[config.mk]
export PLATFORM = sky130hd
export DESIGN_NAME = up_bus_if
export DESIGN_NICKNAME = d
export VERILOG_FILES = /design/src/rtl/up_bus_if_pkg.sv /design/src/rtl/up_addr_latch.sv /design/src/rtl/up_bus_if.sv
export SDC_FILE = /design/constraint.sdc
export NUM_CORES = 1
export LEC_CHECK = 0
export BUFFER_PORTS_ARGS = -buffer_cell sky130_fd_sc_hd__buf_2
export CORE_UTILIZATION = 47
export CTS_CLUSTER_DIAMETER = 30
export DETAILED_ROUTE_END_ITERATION = 10
export PLACE_DENSITY = 0.72
export SYNTH_ARGS = -nofsm -noshare
export SYNTH_HDL_FRONTEND = slang
export SYNTH_SLANG_ARGS = --single-unit
[constraint.sdc]
create_clock -name clk -period 1.9 [get_ports clk]
set_input_delay 0.38 -clock clk [delete_from_list [all_inputs] [get_ports clk]]
set_output_delay 0.38 -clock clk [all_outputs]
set_load 0.01 [all_outputs]
[src/rtl/up_bus_if_pkg.sv]
// -----------------------------------------------------------------------------
// up_bus_if_pkg
// Shared definitions for the processor bus interface: the FSM state
// encodings (2-bit) and the width of the wait-state counter.
// No ports (package).
// -----------------------------------------------------------------------------
package up_bus_if_pkg;

    typedef enum logic [1:0] {
        UP_BUS_IDLE   = 2'd0,
        UP_BUS_ACCESS = 2'd1,
        UP_BUS_DONE   = 2'd2
    } up_bus_state_t;

    // Wait counter width; holds WAIT values 0..15.
    localparam int UP_BUS_CNT_W = 4;

endpackage

[src/rtl/up_addr_latch.sv]
// -----------------------------------------------------------------------------
// up_addr_latch
// Shift-in address register. Each ale beat shifts DATA_W bits of wdata in at
// the LSB end (MSB beat first); bits shifted above ADDR_W are discarded.
// inc adds one to the address, wrapping modulo 2^ADDR_W.
//
// Ports:
//   clk    in  1        rising-edge clock
//   nRst   in  1        asynchronous active-low reset (addr -> 0)
//   ale    in  1        shift wdata into the address
//   inc    in  1        increment the address (ale has priority)
//   wdata  in  DATA_W   address beat
//   addr   out ADDR_W   current address
// -----------------------------------------------------------------------------
module up_addr_latch #(
    parameter int DATA_W = 8,
    parameter int ADDR_W = 8
) (
    input  logic              clk,
    input  logic              nRst,
    input  logic              ale,
    input  logic              inc,
    input  logic [DATA_W-1:0] wdata,
    output logic [ADDR_W-1:0] addr
);

    logic [ADDR_W-1:0] shifted;

    generate
        if (ADDR_W > DATA_W) begin : g_wide
            assign shifted = {addr[ADDR_W-DATA_W-1:0], wdata};
        end else begin : g_narrow
            // A single beat covers the whole address.
            assign shifted = wdata[ADDR_W-1:0];
        end
    endgenerate

    always_ff @(posedge clk or negedge nRst) begin
        if (!nRst) begin
            addr <= '0;
        end else if (ale) begin
            addr <= shifted;
        end else if (inc) begin
            addr <= addr + ADDR_W'(1);
        end
    end

endmodule

[src/rtl/up_bus_if.sv]
// -----------------------------------------------------------------------------
// up_bus_if
// Bus interface between the processor datapath/controller and a memory slave.
// Builds the address from ALE beats, runs each read/write through WAIT+1
// strobe cycles, then pulses ready for one cycle with the read word registered.
//
// Optional feature: define UP_BUS_AUTOINC_EN to increment the address on
// every DONE cycle (block transfers without re-issuing ale).
//
// Ports:
//   clk        in  1        rising-edge clock
//   nRst       in  1        asynchronous active-low reset
//   ale        in  1        shift wdata into the address register
//   re, we     in  1        read / write request (both together is illegal)
//   wdata      in  DATA_W   address beat or write data
//   rdata      out DATA_W   last completed read word
//   ready      out 1        one-cycle completion pulse
//   busy       out 1        high while an access is in progress
//   err        out 1        one-cycle pulse on an illegal request
//   mem_addr   out ADDR_W   memory address
//   mem_re     out 1        memory read strobe
//   mem_we     out 1        memory write strobe
//   mem_wdata  out DATA_W   captured write data
//   mem_rdata  in  DATA_W   memory read data
// -----------------------------------------------------------------------------
module up_bus_if
    import up_bus_if_pkg::*;
#(
    parameter int DATA_W = 8,
    parameter int ADDR_W = 8,
    parameter int WAIT   = 0
) (
    input  logic              clk,
    input  logic              nRst,
    input  logic              ale,
    input  logic              re,
    input  logic              we,
    input  logic [DATA_W-1:0] wdata,
    output logic [DATA_W-1:0] rdata,
    output logic              ready,
    output logic              busy,
    output logic              err,
    output logic [ADDR_W-1:0] mem_addr,
    output logic              mem_re,
    output logic              mem_we,
    output logic [DATA_W-1:0] mem_wdata,
    input  logic [DATA_W-1:0] mem_rdata
);

    up_bus_state_t           state;
    logic [UP_BUS_CNT_W-1:0] cnt;
    logic                    is_read;
    logic [ADDR_W-1:0]       addr;
    logic [ADDR_W-1:0]       acc_addr;
    logic                    ale_ok;
    logic                    inc;

    // ale outside IDLE is ignored so the address cannot move under a strobe.
    assign ale_ok = ale && (state == UP_BUS_IDLE);

`ifdef UP_BUS_AUTOINC_EN
    assign inc = (state == UP_BUS_DONE);
`else
    assign inc = 1'b0;
`endif

    up_addr_latch #(
        .DATA_W (DATA_W),
        .ADDR_W (ADDR_W)
    ) u_addr_latch (
        .clk   (clk),
        .nRst  (nRst),
        .ale   (ale_ok),
        .inc   (inc),
        .wdata (wdata),
        .addr  (addr)
    );

    // An ale beat arriving with a request updates the address register on the
    // accepting edge, but the access must use the old address, so a snapshot
    // is taken at acceptance and presented for the whole access. In IDLE the
    // live address register is shown so a beat is visible the next cycle.
    // Both mux inputs and the select are flops.
    assign mem_addr = (state == UP_BUS_IDLE) ? addr : acc_addr;

    always_ff @(posedge clk or negedge nRst) begin
        if (!nRst) begin
            state     <= UP_BUS_IDLE;
            cnt       <= '0;
            is_read   <= 1'b0;
            acc_addr  <= '0;
            rdata     <= '0;
            mem_wdata <= '0;
            ready     <= 1'b0;
            busy      <= 1'b0;
            err       <= 1'b0;
            mem_re    <= 1'b0;
            mem_we    <= 1'b0;
        end else begin
            ready <= 1'b0;
            err   <= 1'b0;
            case (state)
                UP_BUS_IDLE: begin
                    if (re && we) begin
                        err <= 1'b1;
                    end else if (re || we) begin
                        is_read   <= re;
                        mem_wdata <= wdata;
                        acc_addr  <= addr;
                        cnt       <= UP_BUS_CNT_W'(WAIT);
                        mem_re    <= re;
                        mem_we    <= we;
                        busy      <= 1'b1;
                        state     <= UP_BUS_ACCESS;
                    end
                end

                UP_BUS_ACCESS: begin
                    if (re || we || ale) begin
                        err <= 1'b1;
                    end
                    if (cnt == '0) begin
                        if (is_read) begin
                            rdata <= mem_rdata;
                        end
                        mem_re <= 1'b0;
                        mem_we <= 1'b0;
                        ready  <= 1'b1;
                        state  <= UP_BUS_DONE;
                    end else begin
                        cnt <= cnt - UP_BUS_CNT_W'(1);
                    end
                end

                UP_BUS_DONE: begin
                    if (re || we || ale) begin
                        err <= 1'b1;
                    end
                    busy  <= 1'b0;
                    state <= UP_BUS_IDLE;
                end

                default: begin
                    mem_re <= 1'b0;
                    mem_we <= 1'b0;
                    busy   <= 1'b0;
                    state  <= UP_BUS_IDLE;
                end
            endcase
        end
    end

endmodule

# Yosys cells after proc, flatten, opt, wreduce, memory -nomap -nowiden
# Index checks and enable logic that the tools add are counted.
dict set report totals {
  inputBits 21
  wordCells 60
  register_bits 44
  output_inout_bits 29
}
dict set report op_classes {
  n_reduce_logical 14
  add_sub_neg 1
  n_eq_ne 6
  n_mux 24
  bitwise 3
}
# cell count
set op_table {}
lappend op_table {{two-way mux 4 bit} 3}
lappend op_table {{AND reduction 3 bit} 4}
lappend op_table {{two-way mux 1 bit} 11}
lappend op_table {{two-way mux 8 bit} 1}
lappend op_table {{case mux 4 bit (2 select lines)} 1}
lappend op_table {{AND reduction 4 bit} 2}
lappend op_table {{two-way mux 2 bit} 3}
lappend op_table {{inequality test 2 bit, second input constant} 3}
lappend op_table {{case mux 1 bit (3 select lines)} 2}
lappend op_table {{zero test 4 bit} 1}
lappend op_table {{case mux 1 bit (2 select lines)} 2}
lappend op_table {{case mux 2 bit (2 select lines)} 1}
lappend op_table {{subtractor 4 x 1 -> 4 bit, second input constant} 1}
lappend op_table {{inverter 1 bit} 3}
lappend op_table {{equality test 2 x 1 -> 1 bit, second input constant} 1}
lappend op_table {{equality test 2 bit, second input constant} 1}
lappend op_table {{logical AND 1 bit} 2}
lappend op_table {{zero test 2 bit} 1}
lappend op_table {{logical OR 1 bit} 2}
lappend op_table {{inequality test 2 x 1 -> 1 bit, second input constant} 1}
lappend op_table {{nonzero test 2 bit} 1}
lappend op_table {{OR reduction 2 bit} 1}

# Longest topological paths before layout
# Gate-level depths: netlist of run 1.
dict set report logic_depth {
  ltp_word 4
  ltp_mapped 7
  depth_no_buf 5
}

# Hierarchy
# Synthesis of run 1 repeated with hierarchy kept, for this count alone.
dict set report unflattened {
  hier_cells 180
  area_unflattened_um2 2160.8
}
# module seq_area_each_um2 area_per_inst_um2 n_inst cells_per_inst
set by_module_without_submodules {}
lappend by_module_without_submodules {up_bus_if 900.9 1710.4 1 131}
lappend by_module_without_submodules {up_addr_latch 200.2 450.4 1 49}

# Worst setup path before layout of run 1
# OpenSTA, ideal clock, no wires.
dict set report synth_path {
  kind {register -> register}
  startpoint {reg state[0]}
  endpoint {reg mem_re}
  slack_ns -0.021
  required_time_ns 1.775
  n_path_buf 2
  synth_period_minus_slack_ns 1.921
  setup_time_ns 0.125
  path_stages_with_launch 8
  arrival_time_ns 1.796
  cell_sequence {dfrtp_1 inv_1 ha_1 buf_2 and3_1 clkbuf_1 a2111oi_4 mux2_4}
}
dict set report synth_via {
  elab_chain_len 3
  elab_cells_between_ends 9
  classes_between {eq/ne: 5; mux: 1; bitwise: 1; reduce/logical: 2}
}
# element line
set synth_lines {}
lappend synth_lines {{start: declaration} up_bus_if.sv:50} ;# up_bus_state_t state;
lappend synth_lines {{start signal: assignment} up_bus_if.sv:88} ;# state <= UP_BUS_IDLE;
lappend synth_lines {{start signal: assignment} up_bus_if.sv:114} ;# state <= UP_BUS_ACCESS;
lappend synth_lines {{start signal: assignment} up_bus_if.sv:129} ;# state <= UP_BUS_DONE;
lappend synth_lines {{equality test 2 x 1 -> 1 bit (tied with other cells)} up_bus_if.sv:102} ;# case (state)
lappend synth_lines {{inequality test 2 bit (no source line) (tied with other cells)} --}
lappend synth_lines {{AND reduction 4 bit (no source line)} --}
lappend synth_lines {{end signal: assignment} up_bus_if.sv:111} ;# mem_re <= re;
lappend synth_lines {{end: declaration} up_bus_if.sv:44} ;# output logic mem_re,
# Several ways; a longest one is shown, not always the timed one.
# A chain may end at the register's enable or synchronous reset.

# Worst setup path in the final report of run 1
dict set report layout_path {
  startpoint {reg state[0]}
  endpoint {out mem_addr[1]}
}
dict set report layout_via {
  elab_chain_len 2
}
# element line
set layout_lines {}
lappend layout_lines {{zero test 2 bit} up_bus_if.sv:84} ;# assign mem_addr = (state == UP_BUS_IDLE) ? addr : acc_addr;
lappend layout_lines {{two-way mux 8 bit} up_bus_if.sv:84}
lappend layout_lines {{end: declaration} up_bus_if.sv:43} ;# output logic [ADDR_W-1:0] mem_addr,
# No other way between the ends.

==> results of run 1 <==
-- power by group --
| group | total [mW] | internal [mW] | switching [mW] | leakage (nW) |
|---|---|---|---|---|
| logic | 2.87 | 1.65 | 1.23 | 0.680 |
| registers | 1.68 | 1.40 | 0.273 | 0.529 |
| clock network | 0.769 | 0.464 | 0.306 | 0.0645 |
-- metal layers --
metal | part of all wire | global-route usage
met4 | 0.0070 | 0.0691
met1 | 0.40 | 0.243
met3 | 0.033 | 0.0456
met5 | 0 | 0
met2 | 0.56 | 0.376
-- worst max path at each step --
stage	end	cells after the start
after CTS	mem_addr[5]	5
final	mem_addr[1]	5
after floorplan	mem_re	5
after detailed placement	state[0]	5
after global routing	mem_addr[2]	5
after global placement	mem_re	5
-- cell usage after synthesis, drive strengths merged --
library cell,count
nor3,3
or2,1
nand2,4
nor2,2
nor3b,2
inv,7
a21oi,2
and2,2
dfrtp,44
and3,2
nand4b,1
or3b,1
o21ai,4
nand3b,2
nand3,3
a211oi,1
o31ai,1
mux2,43
or3,1
clkbuf,3
a2111oi,1
or2b,1
ha,6
xor2,1
buf,3
mux2i,1
nand4,1
o221ai,4
-- layout make-up --
| class | count | area [um^2] |
|---|---|---|
| clock inverter | 1 | 30.0 |
| tap | 50 | 62.6 |
| fill | 310 | 1340 |
| clock buffer | 7 | 96.3 |
| timing repair buffer | 70 | 473 |
| inverter | 7 | 26.3 |
| sequential | 44 | 1100 |
| multi-input combinational | 90 | 898 |
-- stage by stage --
stage / power, mW / util / hold WS (ns) / instances
floorplan: 3.15 / - / 0.0844 / 147
global placement: 3.86 / 0.590 / 0.476 / 251
detailed placement: 4.01 / 0.590 / 0.490 / 251
CTS: 5.09 / 0.650 / 0.180 / 265
global route: 5.64 / 0.667 / 0.207 / 269
finish: 5.32 / 0.667 / 0.166 / 269
-- state kept, by name (all words and copies together), names as in the netlist --
| name | flops |
|---|---|
| rdata | 8 |
| acc_addr | 8 |
| mem_re | 1 |
| ready | 1 |
| state | 2 |
| busy | 1 |
| err | 1 |
| cnt | 4 |
| u_addr_latch.addr | 8 |
| mem_we | 1 |
| is_read | 1 |
| mem_wdata | 8 |
-- timing repair --
| action | in CTS | in global routing |
|---|---|---|
| gates resized for setup | 14 | 10 |
| endpoints found under the setup margin | 16 | 19 |
| cloned | 1 | 0 |
| pin swaps | 2 | 4 |
| endpoints found under the hold margin | 0 | 0 |
| buffers inserted | 5 | 4 |
-- cell families (layout without fill, tap and decap cells) --
group,after synthesis,count (layout),share of synthesized area
mux,44,44,0.249
flops,44,44,0.551
simple gates,26,26,0.0782
compound gates,13,13,0.0538
buf+inv,13,85,0.0263
fa+ha+maj,6,6,0.0375
xor+xnor,1,1,0.00438
==> key figures, run 1 <==
Power
  – Leak: about 1.3 nW
  – Power Density: 1980 nW/um^2
  – Peak VDD IR: approximately 0.00098 V

Drt
  – 1st-pass router iterations: 4
  – DRC errors left: 0
  – Vias per cell: 5.32
  – DRT antenna net count: 0
  – Vias: 1431
  – Drt total wl: roughly 4600 um
  – Iter 0 DRT Violations: 61
  – DR WL/cell: between 15 and 20 um

Logic synthesis
  – Area contributors post-synth: dfrtp_1, mux2_2, ha_1
  – Syn_area_per_cell: 13.6 um^2
  – Synthesized flop and latch total: 44
  – Area leader, netlist: dfrtp_1
  – Yosys top cell area share: 0.551
  – Post-synthesis cell area: around 2000 um^2
  – Mapped Cells: around 150
  – Yosys warns: 0
  – Synth unique cells: 29
  – Seq/Total Area, Yosys: 0.551
  – Syn nets: 174

Global route
  – Antenna violations before repair: 0
  – Vias in the first global route: 1479
  – Largest net degree at the start of global routing: 45
  – Total GRT Usage: 0.208
  – Global route overflow: 0
  – First-pass GRT wire length: between 6000 and 7000 um

Worst setup path
  – CP startpoint kind: register
  – Crit Reg-Reg Startpoint: state[0]
  – CP Max Fanout: 5
  – Critical Path Start: state[0]
  – CP max stage delay: 0.41 ns
  – Flop-to-flop setup slack: about 0.010 ns
  – Slowest CP cell: dfrtp_1
  – Crit end category: output port
  – CP dominant cell by count: buf_6
  – End of the worst register-to-register path: cnt[2]
  – CP Buf/Inv Count: 3
  – Crit Path Class: reg -> out
  – Worst path arrival time: between 1.5 and 2 ns
  – Reg2reg path depth: 6
  – Critical path cell sequence: inv_2, ha_4, buf_6, mux2_2, buf_6
  – Top delay family on crit path: flip-flops
  – Worst Path Required: 1.52 ns

Floorplanning
  – Core area: roughly 4000 um^2
  – # IOs: 50
  – Row Count: 23
  – Initial Utilization: 0.496
  – Die Height: between 60 and 70 um
  – Die area: ~4500 um^2
  – Die width: 67.2 um

STA
  – RSZ-0062 raised after global routing: yes
  – Final setup margin: -0.0446 ns
  – Setup TNS: -0.199 ns
  – Relative slew slack: 0.594
  – Final min period: 1.94 ns
  – Final Cycle Share: 1.02
  – Final Max Slew Viols: 0
  – F_max: 514 MHz
  – Clock Skews: between 0.005 and 0.006 ns
  – Worst slew pin tran: a little over 0.6 ns
  – Final Setup Violations: 5
  – Hold Vio Cnt, Final: 0

Placed design
  – Routability cong.: 0.781
  – Post-DP HPWL: between 2000 and 3000 um
  – Pre-CTS setup slack: -0.0802 ns
  – Port Buf Inserts: 49
  – DP Area: approximately 2400 um^2

Status
  – Status: finished, violations left
  – Violated checks: negative setup slack

Cells and area
  – Net count, final: around 250
  – Area Overhead vs Synth: 34.4%
  – Final instance area: approximately 2700 um^2
  – Most common cell after layout, fill and taps aside: dfrtp_1
  – Antenna cells: 0
  – Share of layout cells above drive strength 1: 0.621
  – Most frequent cells in the layout: dfrtp_1, buf_2, mux2_2

Clocking
  – CTS clk-pin slew, worst paths: ~0.08 ns
  – # H-tree levels: 2
  – Hold buffers post-CTS: 0
  – Clock Sinks: between 40 and 50
  – CTS root buffer: clkbuf_8
  – Clock Path Buffers: 2
  – CTS tree: yes
  – Clock latency on the worst-skew pair: around 0.29 ns
  – CTS Buf Count: 5

Min path
  – Worst Hold Class: in -> async

Run
  – Max Cap Viol: 0
Note: power is estimated with default switching activity, not from simulation.
==> inputs of run 2 (changes only) <==
REMOVE_ABC_BUFFERS = 1   (was unset)
==> run 2 against run 1 <==
Against the previous run:
- count of clock-buffer cells in the layout down 2
- cell area decreased by 0.61%
- die area unchanged
- wire length fell by 6.9%
- the flow still finishes with violations (negative setup slack)
- highest routed layer unchanged
- critical endpoint is now mem_addr[4]
- combinational power is essentially flat
==> key figures, run 2 (synthesis gave the netlist of run 1 again) <==
Floorplanning
  – Initial Utilization: 0.496 (unchanged)
  – Die Height: 67.2 um (unchanged)
  – Core area: 4030 um^2 (unchanged)
  – Die area: 4520 um^2 (unchanged)
  – Die width: 67.2 um (unchanged)
  – Row Count: 23 (unchanged)
  – # IOs: 50 (unchanged)

Worst setup path
  – Top delay family on crit path: flip-flops
  – Reg2reg path depth: 5 (-1)
  – CP startpoint kind: register
  – CP Buf/Inv Count: 3 (unchanged)
  – Crit Path Class: reg -> out
  – Worst path arrival time: 1.55 ns (about the same)
  – Slowest CP cell: dfrtp_1
  – Critical path cell sequence: inv_2, ha_4, buf_8, mux2_4, buf_6
  – Crit end category: output port
  – Crit. path cell count: 5 (unchanged)
  – Worst Path Required: 1.52 ns (about the same)
  – CP max stage delay: 0.40 ns (about the same)
  – CP Max Fanout: 5 (unchanged)

Drt
  – DRT antenna net count: 0 (unchanged)
  – 1st-pass router iterations: 4 (unchanged)
  – Vias per cell: 5.32 (about the same)
  – Vias: 1411 (-1.4%)
  – DRC errors left: 0 (unchanged)
  – Iter 0 DRT Violations: 104 (+70%)
  – Drt total wl: 4240 um (-6.9%)
  – DR WL/cell: 16.0 um (-5.5%)

STA
  – WHS: 0.144 ns (-0.0219 ns)
  – Hold Vio Cnt, Final: 0 (unchanged)
  – Worst slew pin tran: 0.535 ns (-0.0713 ns)
  – Relative slew slack: 0.643 (+0.0493)
  – Clock Skews: 0.0104 ns (+0.00485 ns)
  – Final Max Slew Viols: 0 (unchanged)
  – Final Setup Violations: 7 (+2)
  – F_max: 519 MHz (+0.88%)
  – Final setup margin: -0.0276 ns (+0.0170 ns)
  – Final Cycle Share: 1.01 (-0.00895)
  – Setup TNS: -0.126 ns (+0.0728 ns)
  – Final min period: 1.93 ns (-0.0170 ns)
  – RSZ-0062 raised after global routing: yes

Cells and area
  – Final Non-Filler Cells: 265 (-1.5%)
  – Net count, final: 241 (-1.6%)
  – Reg area: 1100 um^2 (unchanged)
  – Share of layout cells above drive strength 1: 0.619 (-0.00240)
  – Area occupied by multi-input gates: 920 um^2 (+2.4%)
  – Area Overhead vs Synth: 33.6%
  – Most common cell after layout, fill and taps aside: dfrtp_1
  – Most frequent cells in the layout: dfrtp_1, buf_2, mux2_2
  – Antenna cells: 0 (unchanged)
  – Fillers: 305 (-1.6%)

Global route
  – Largest net degree at the start of global routing: 45 (unchanged)
  – First-pass GRT wire length: 6740 um (-1.9%)
  – Grt met2 use: 0.373 (-0.00375)
  – Met1 Track Usage GR: 0.228 (-0.0148)
  – Gr busiest metal: met2
  – Vias in the first global route: 1457 (-1.5%)
  – Total GRT Usage: 0.205 (-0.00305)
  – Antenna violations before repair: 0 (unchanged)
  – Global route overflow: 0 (unchanged)
  – GR Layer Usage met3: 0.0524 (+0.00676)

Status
  – Status: finished, violations left
  – Violated checks: negative setup slack

Clocking
  – Clock latency on the worst-skew pair: 0.29 ns (about the same)
  – Clock Sinks: 44 (unchanged)
  – Hold buffers post-CTS: 0 (unchanged)
  – CTS clk-pin slew, worst paths: 0.08 ns (about the same)
  – Clock Path Buffers: 2 (unchanged)
  – # H-tree levels: 2 (unchanged)
  – CTS Buf Count: 5 (unchanged)
  – CTS tree: yes
  – CTS root buffer: clkbuf_8

Power
  – Power Density: 1960 nW/um^2 (-1.1%)
  – Leak: 1.27 nW (-0.66%)
  – Peak VDD IR: 0.00114 V (+16%)

Placed design
  – Routability cong.: 0.777 (-0.55%)
  – Port Buf Inserts: 49 (unchanged)
  – Post-DP HPWL: 2790 um (-5.4%)
  – DP Cell Count: 249 (-0.80%)

Run
  – Max Cap Viol: 0 (unchanged)

Min path
  – Worst Hold Class: in -> async
run 2: changes by cell type in the layout (fill, tap and decap cells not counted), sizes merged:
cell	previous run	this run
buf	70	66
clkinv	0	1
clkbuf	7	5
clkinvlp	0	1
run 2: final timing paths:
| path | from | slack, ns | to |
|---|---|---|---|
| hold reg to reg | mem_wdata[0] | 0.50 | mem_wdata[0] |
| min in group clk | mem_rdata[0] | 0.32 | rdata[0] |
| setup / recovery | state[1] | -0.03 | mem_addr[4] |
| setup reg to reg | cnt[1] | 0.03 | mem_re |
| max in group asynchronous | nRst | 1.38 | u_addr_latch.addr[3] |
| hold / removal | nRst | 0.14 | rdata[3] |
run 2: final cells by class:
cell class | instances | share of cell area
clock buffer | 5 | 0.0258
inverter | 7 | 0.00984
tap | 50 | 0.0234
multi-input combinational | 90 | 0.344
clock inverter | 3 | 0.0159
sequential | 44 | 0.412
timing repair buffer | 66 | 0.169
run 2: per-layer routing:
metal  up-vias  part of all wire
met5         -                 0
met4         0             0.015
met3         5             0.046
met2        49              0.56
met1       703              0.38
li1        654                 -
run 2: worst register-to-register path, stage by stage (launching register included):
cell and delay, ns:
dfrtp_1 0.41, inv_2 0.10, ha_4 0.14, or3b_4 0.41
a2111oi_4 0.38, mux2_4 0.33
run 2: repair_timing:
item | 4_1_cts | 5_1_grt
gates cloned | 1 | 0
pin swaps | 0 | 3
gates resized for setup | 25 | 8
endpoints found under the setup margin | 23 | 21
buffers inserted | 4 | 3
run 2: metrics by stage:
step / worst slack [ns] / cell area [um^2] / util / total power, mW
2_1_floorplan: -0.0996 / 1970 / - / 3.11
3_3_place_gp: -0.00109 / 2350 / 0.583 / 3.78
3_5_place_dp: -0.0916 / 2350 / 0.583 / 3.92
4_1_cts: -0.0573 / 2620 / 0.651 / 5.14
5_1_grt: -0.0644 / 2670 / 0.663 / 5.55
6_report: -0.0276 / 2670 / 0.663 / 5.23
run 2: where the power goes:
part	total, mW	leakage [nW]	switching, mW	internal (mW)
Sequential	1.67	0.529	0.269	1.40
Combinational	2.86	0.682	1.19	1.66
Clock	0.699	0.0541	0.311	0.389
Total	5.23	1.27	1.77	3.46
==> inputs of run 3 (changes only) <==
CORE_UTILIZATION = 48   (was 47)
SYNTH_HIERARCHICAL = 1   (was unset)
==> run 3 against run 2 <==
Against the previous run:
- the run still ends with negative setup slack left
- first-iteration DRC count fell by 34%
- sequential power about the same
- flip-flop and latch count unchanged
- cell count increased by 13%
- register-to-register slack improved by 0.03 ns
- power down 1.9%
- critical path depth stayed put
- combinational power barely moved
- cell area up 5.3%
- sequential share of layout area down 2.1 points
- utilization fell by 1.7 points
- critical path type unchanged
- critical endpoint is now mem_addr[7]
==> key figures, run 3 <==
Placed design
  – DP Area: 2540 um^2 (+8.2%)
  – Routability cong.: 0.758 (-2.4%)
  – Post-DP HPWL: 2790 um (+0.13%)
  – Port Buf Inserts: 49 (unchanged)

Logic synthesis
  – Syn_area_per_cell: 12.0 um^2 (-12%)
  – Mapped Cells: 180 (+22%)
  – Adder-Cell Fraction of Synth Area: 0.0405 (+0.00299)
  – Synth Area in Compound Gates: 0.0683 (+0.0145)
  – Synth Area in XOR/XNOR: 0.0203 (+0.0159)
  – Post-synthesis cell area: 2160 um^2 (+8.1%)
  – Synthesized flop and latch total: 44 (unchanged)
  – Top FF cell, synth: dfrtp_1
  – Area contributors post-synth: dfrtp_1, mux2_2, ha_1
  – Synth unique cells: 36 (+24%)
  – Async SR Flop Fraction: 1.00 (unchanged)
  – Post-Synth Simple-Gate Area: 0.137 (+0.0590)
  – Mux contribution to synthesized area: 0.193 (-0.0557)
  – Most frequent cell after synthesis: dfrtp_1
  – Area leader, netlist: dfrtp_1
  – Post-synth EDFFs: 0 (unchanged)
  – Yosys top cell area share: 0.510 (-0.0411)
  – Largest family of logic cells by synthesized area: multiplexers
  – Seq/Total Area, Yosys: 0.510 (-0.0411)
  – Most frequent cells after synthesis: dfrtp_1, mux2_2, nand2_1, o21ai_0, nand3_1
  – Yosys warns: 6 (+6)

Worst setup path
  – Crit. path cell count: 5 (unchanged)
  – CP max stage delay: 0.39 ns (about the same)
  – Top delay family on crit path: flip-flops
  – Critical Path Start: state[0]
  – Crit Reg-Reg Startpoint: cnt[0]
  – CP Buf/Inv Count: 3 (unchanged)
  – Worst path arrival time: 1.54 ns (about the same)
  – Critical path cell sequence: inv_2, ha_4, buf_8, mux2_4, buf_6
  – Crit end category: output port
  – CP startpoint kind: register
  – Slowest CP cell: dfrtp_1
  – Reg2reg path depth: 5 (unchanged)
  – Worst Path Required: 1.52 ns (about the same)
  – CP Max Fanout: 5 (unchanged)
  – Crit Path Class: reg -> out

Drt
  – 1st-pass router iterations: 4 (unchanged)
  – DRC errors left: 0 (unchanged)
  – DR WL/cell: 13.7 um (-14%)
  – Iter 0 DRT Violations: 69 (-34%)
  – Vias: 1545 (+9.5%)
  – Vias per cell: 5.15 (-3.3%)
  – Drt total wl: 4110 um (-3.1%)
  – DRT antenna net count: 0 (unchanged)

Floorplanning
  – Die Height: 69.1 um (+2.8%)
  – Die area: 4770 um^2 (+5.6%)
  – Initial Utilization: 0.496 (about the same)
  – Core area: 4350 um^2 (+8.1%)
  – # IOs: 50 (unchanged)
  – Die width: 69.1 um (+2.8%)
  – Row Count: 24 (+4.3%)

Clocking
  – CTS Buf Count: 5 (unchanged)
  – Clock Sinks: 44 (unchanged)
  – Clock latency on the worst-skew pair: 0.29 ns (about the same)
  – CTS clk-pin slew, worst paths: 0.08 ns (about the same)
  – Clock Path Buffers: 2 (unchanged)
  – CTS tree: yes
  – CTS root buffer: clkbuf_8
  – # H-tree levels: 2 (unchanged)

Cells and area
  – Area Overhead vs Synth: 30.2%
  – Net count, final: 276 (+15%)
  – Antenna cells: 0 (unchanged)
  – Most common cell after layout, fill and taps aside: dfrtp_1
  – Share of layout cells above drive strength 1: 0.504 (-0.115)
  – Final instance area: 2810 um^2 (+5.3%)
  – Final core occ: 0.646 (-0.0168)
  – Fillers: 331 (+8.5%)
  – Most frequent cells in the layout: dfrtp_1, buf_2, mux2_2

Power
  – Internal: 3.31 mW (-4.3%)
  – Peak VDD IR: 0.000854 V (-25%)
  – Clock share of power: 0.106 (-0.028)
  – Switching Share: 0.355 (+0.0161)
  – Net Switching: 1.82 mW (+2.8%)
  – Register share of total power: 0.332 (+0.012)
  – Leak: 1.32 nW (+4.6%)
  – Power, Total: 5.13 mW (-1.9%)
  – Power Density: 1820 nW/um^2 (-6.9%)
  – Proportion of power drawn by combinational gates: 0.562 (+0.016)

Run
  – Max Cap Viol: 0 (unchanged)

STA
  – WHS: 0.303 ns (+0.159 ns)
  – RSZ-0062 raised after global routing: yes
  – Clock Skews: 0.00452 ns (-0.00592 ns)
  – Worst slew pin tran: 0.573 ns (+0.0371 ns)
  – Final setup margin: -0.0225 ns (+0.00510 ns)
  – Final min period: 1.92 ns (-0.00510 ns)
  – Final Setup Violations: 5 (-2)
  – Hold Vio Cnt, Final: 0 (unchanged)
  – Final Cycle Share: 1.01 (-0.00268)
  – Relative slew slack: 0.617 (-0.0264)
  – F_max: 520 MHz (+0.27%)
  – Final Max Slew Viols: 0 (unchanged)

Status
  – Violated checks: negative setup slack
  – Status: finished, violations left

Global route
  – Global route overflow: 0 (unchanged)
  – Vias in the first global route: 1511 (+3.7%)
  – First-pass GRT wire length: 6820 um (+1.2%)
  – Antenna violations before repair: 0 (unchanged)
  – Largest net degree at the start of global routing: 20 (-56%)
  – Total GRT Usage: 0.181 (-0.0243)

Min path
  – Cell depth of the worst hold path: 3
  – Worst Hold Class: in -> reg
  – Hold_sp: wdata[5]
run 3: metrics by stage:
step	setup slack [ns]	std cells	TNS (ns)
final	-0.0225	300	-0.0838
after global routing	-0.0731	300	-0.476
after CTS	-0.0478	299	-0.204
after detailed placement	-0.0786	287	-0.263
after global placement	-0.00975	287	-0.00975
after floorplan	-0.0996	172	-0.442
run 3: worst paths after layout:
path / endpoint / slack (ns)
max in group asynchronous: is_read / 0.83
worst min register to register: rdata[1] / 0.50
worst max-delay path: mem_addr[7] / -0.02
worst min-delay path: u_addr_latch/addr[5] / 0.30
worst max register to register: mem_re / 0.06
min in group asynchronous: mem_wdata[6] / 0.53
run 3: kinds of logic after synthesis:
| group | after synthesis |
|---|---|
| compound gates | 21 |
| xor+xnor | 5 |
| fa+ha+maj | 7 |
| buf+inv | 15 |
| flops | 44 |
| mux | 37 |
| other cells | 1 |
| simple gates | 50 |
run 3: area by class of cell:
class	count	area (um^2)	area share
Sequential cell	44	1100	0.391
Tap cell	52	65.1	0.0231
Inverter	7	26.3	0.00934
Clock inverter	1	5.00	0.00178
Multi-Input combinational cell	121	1070	0.380
Timing Repair Buffer	69	475	0.169
Clock buffer	6	72.6	0.0258
run 3: repair_timing:
| action | in CTS | in global routing |
|---|---|---|
| gates resized for setup | 20 | 11 |
| cloned | 1 | 0 |
| hold buffers | 1 | 0 |
| pin swaps | 2 | 2 |
| hold endpoints to repair | 12 | 0 |
| endpoints found under the setup margin | 17 | 19 |
| buffers inserted | 3 | 1 |
run 3: worst register-to-register path, delay by kind of cell (launching register included):
family,cells,cell delay (ns)
and+or+nand+nor,1,0.41
DFF,1,0.40
AOI/OAI and AO/OA,1,0.38
muxes,1,0.33
adders and majority gates,1,0.13
buffers and inverters,1,0.08
run 3: metal layers:
metal  vias up  routed length, um  GRT usage  share of wire
li1        777                  -          -              -
met1       715               1910      0.231           0.46
met2        46               1940      0.299           0.47
met3         7                211     0.0497          0.051
met4         0                 53     0.0590          0.013
met5         -                  0          0              0
run 3: power groups by stage:
| stage | Sequential [mW] | Combinational [mW] | Clock (mW) |
|---|---|---|---|
| 3_3_place_gp | 1.69 | 2.33 | 0 |
| 3_5_place_dp | 1.71 | 2.36 | 0 |
| 5_1_grt | 1.77 | 3.13 | 0.611 |
| 4_1_cts | 1.69 | 2.77 | 0.564 |
| 6_report | 1.70 | 2.88 | 0.544 |
| 2_1_floorplan | 1.78 | 1.43 | 0 |
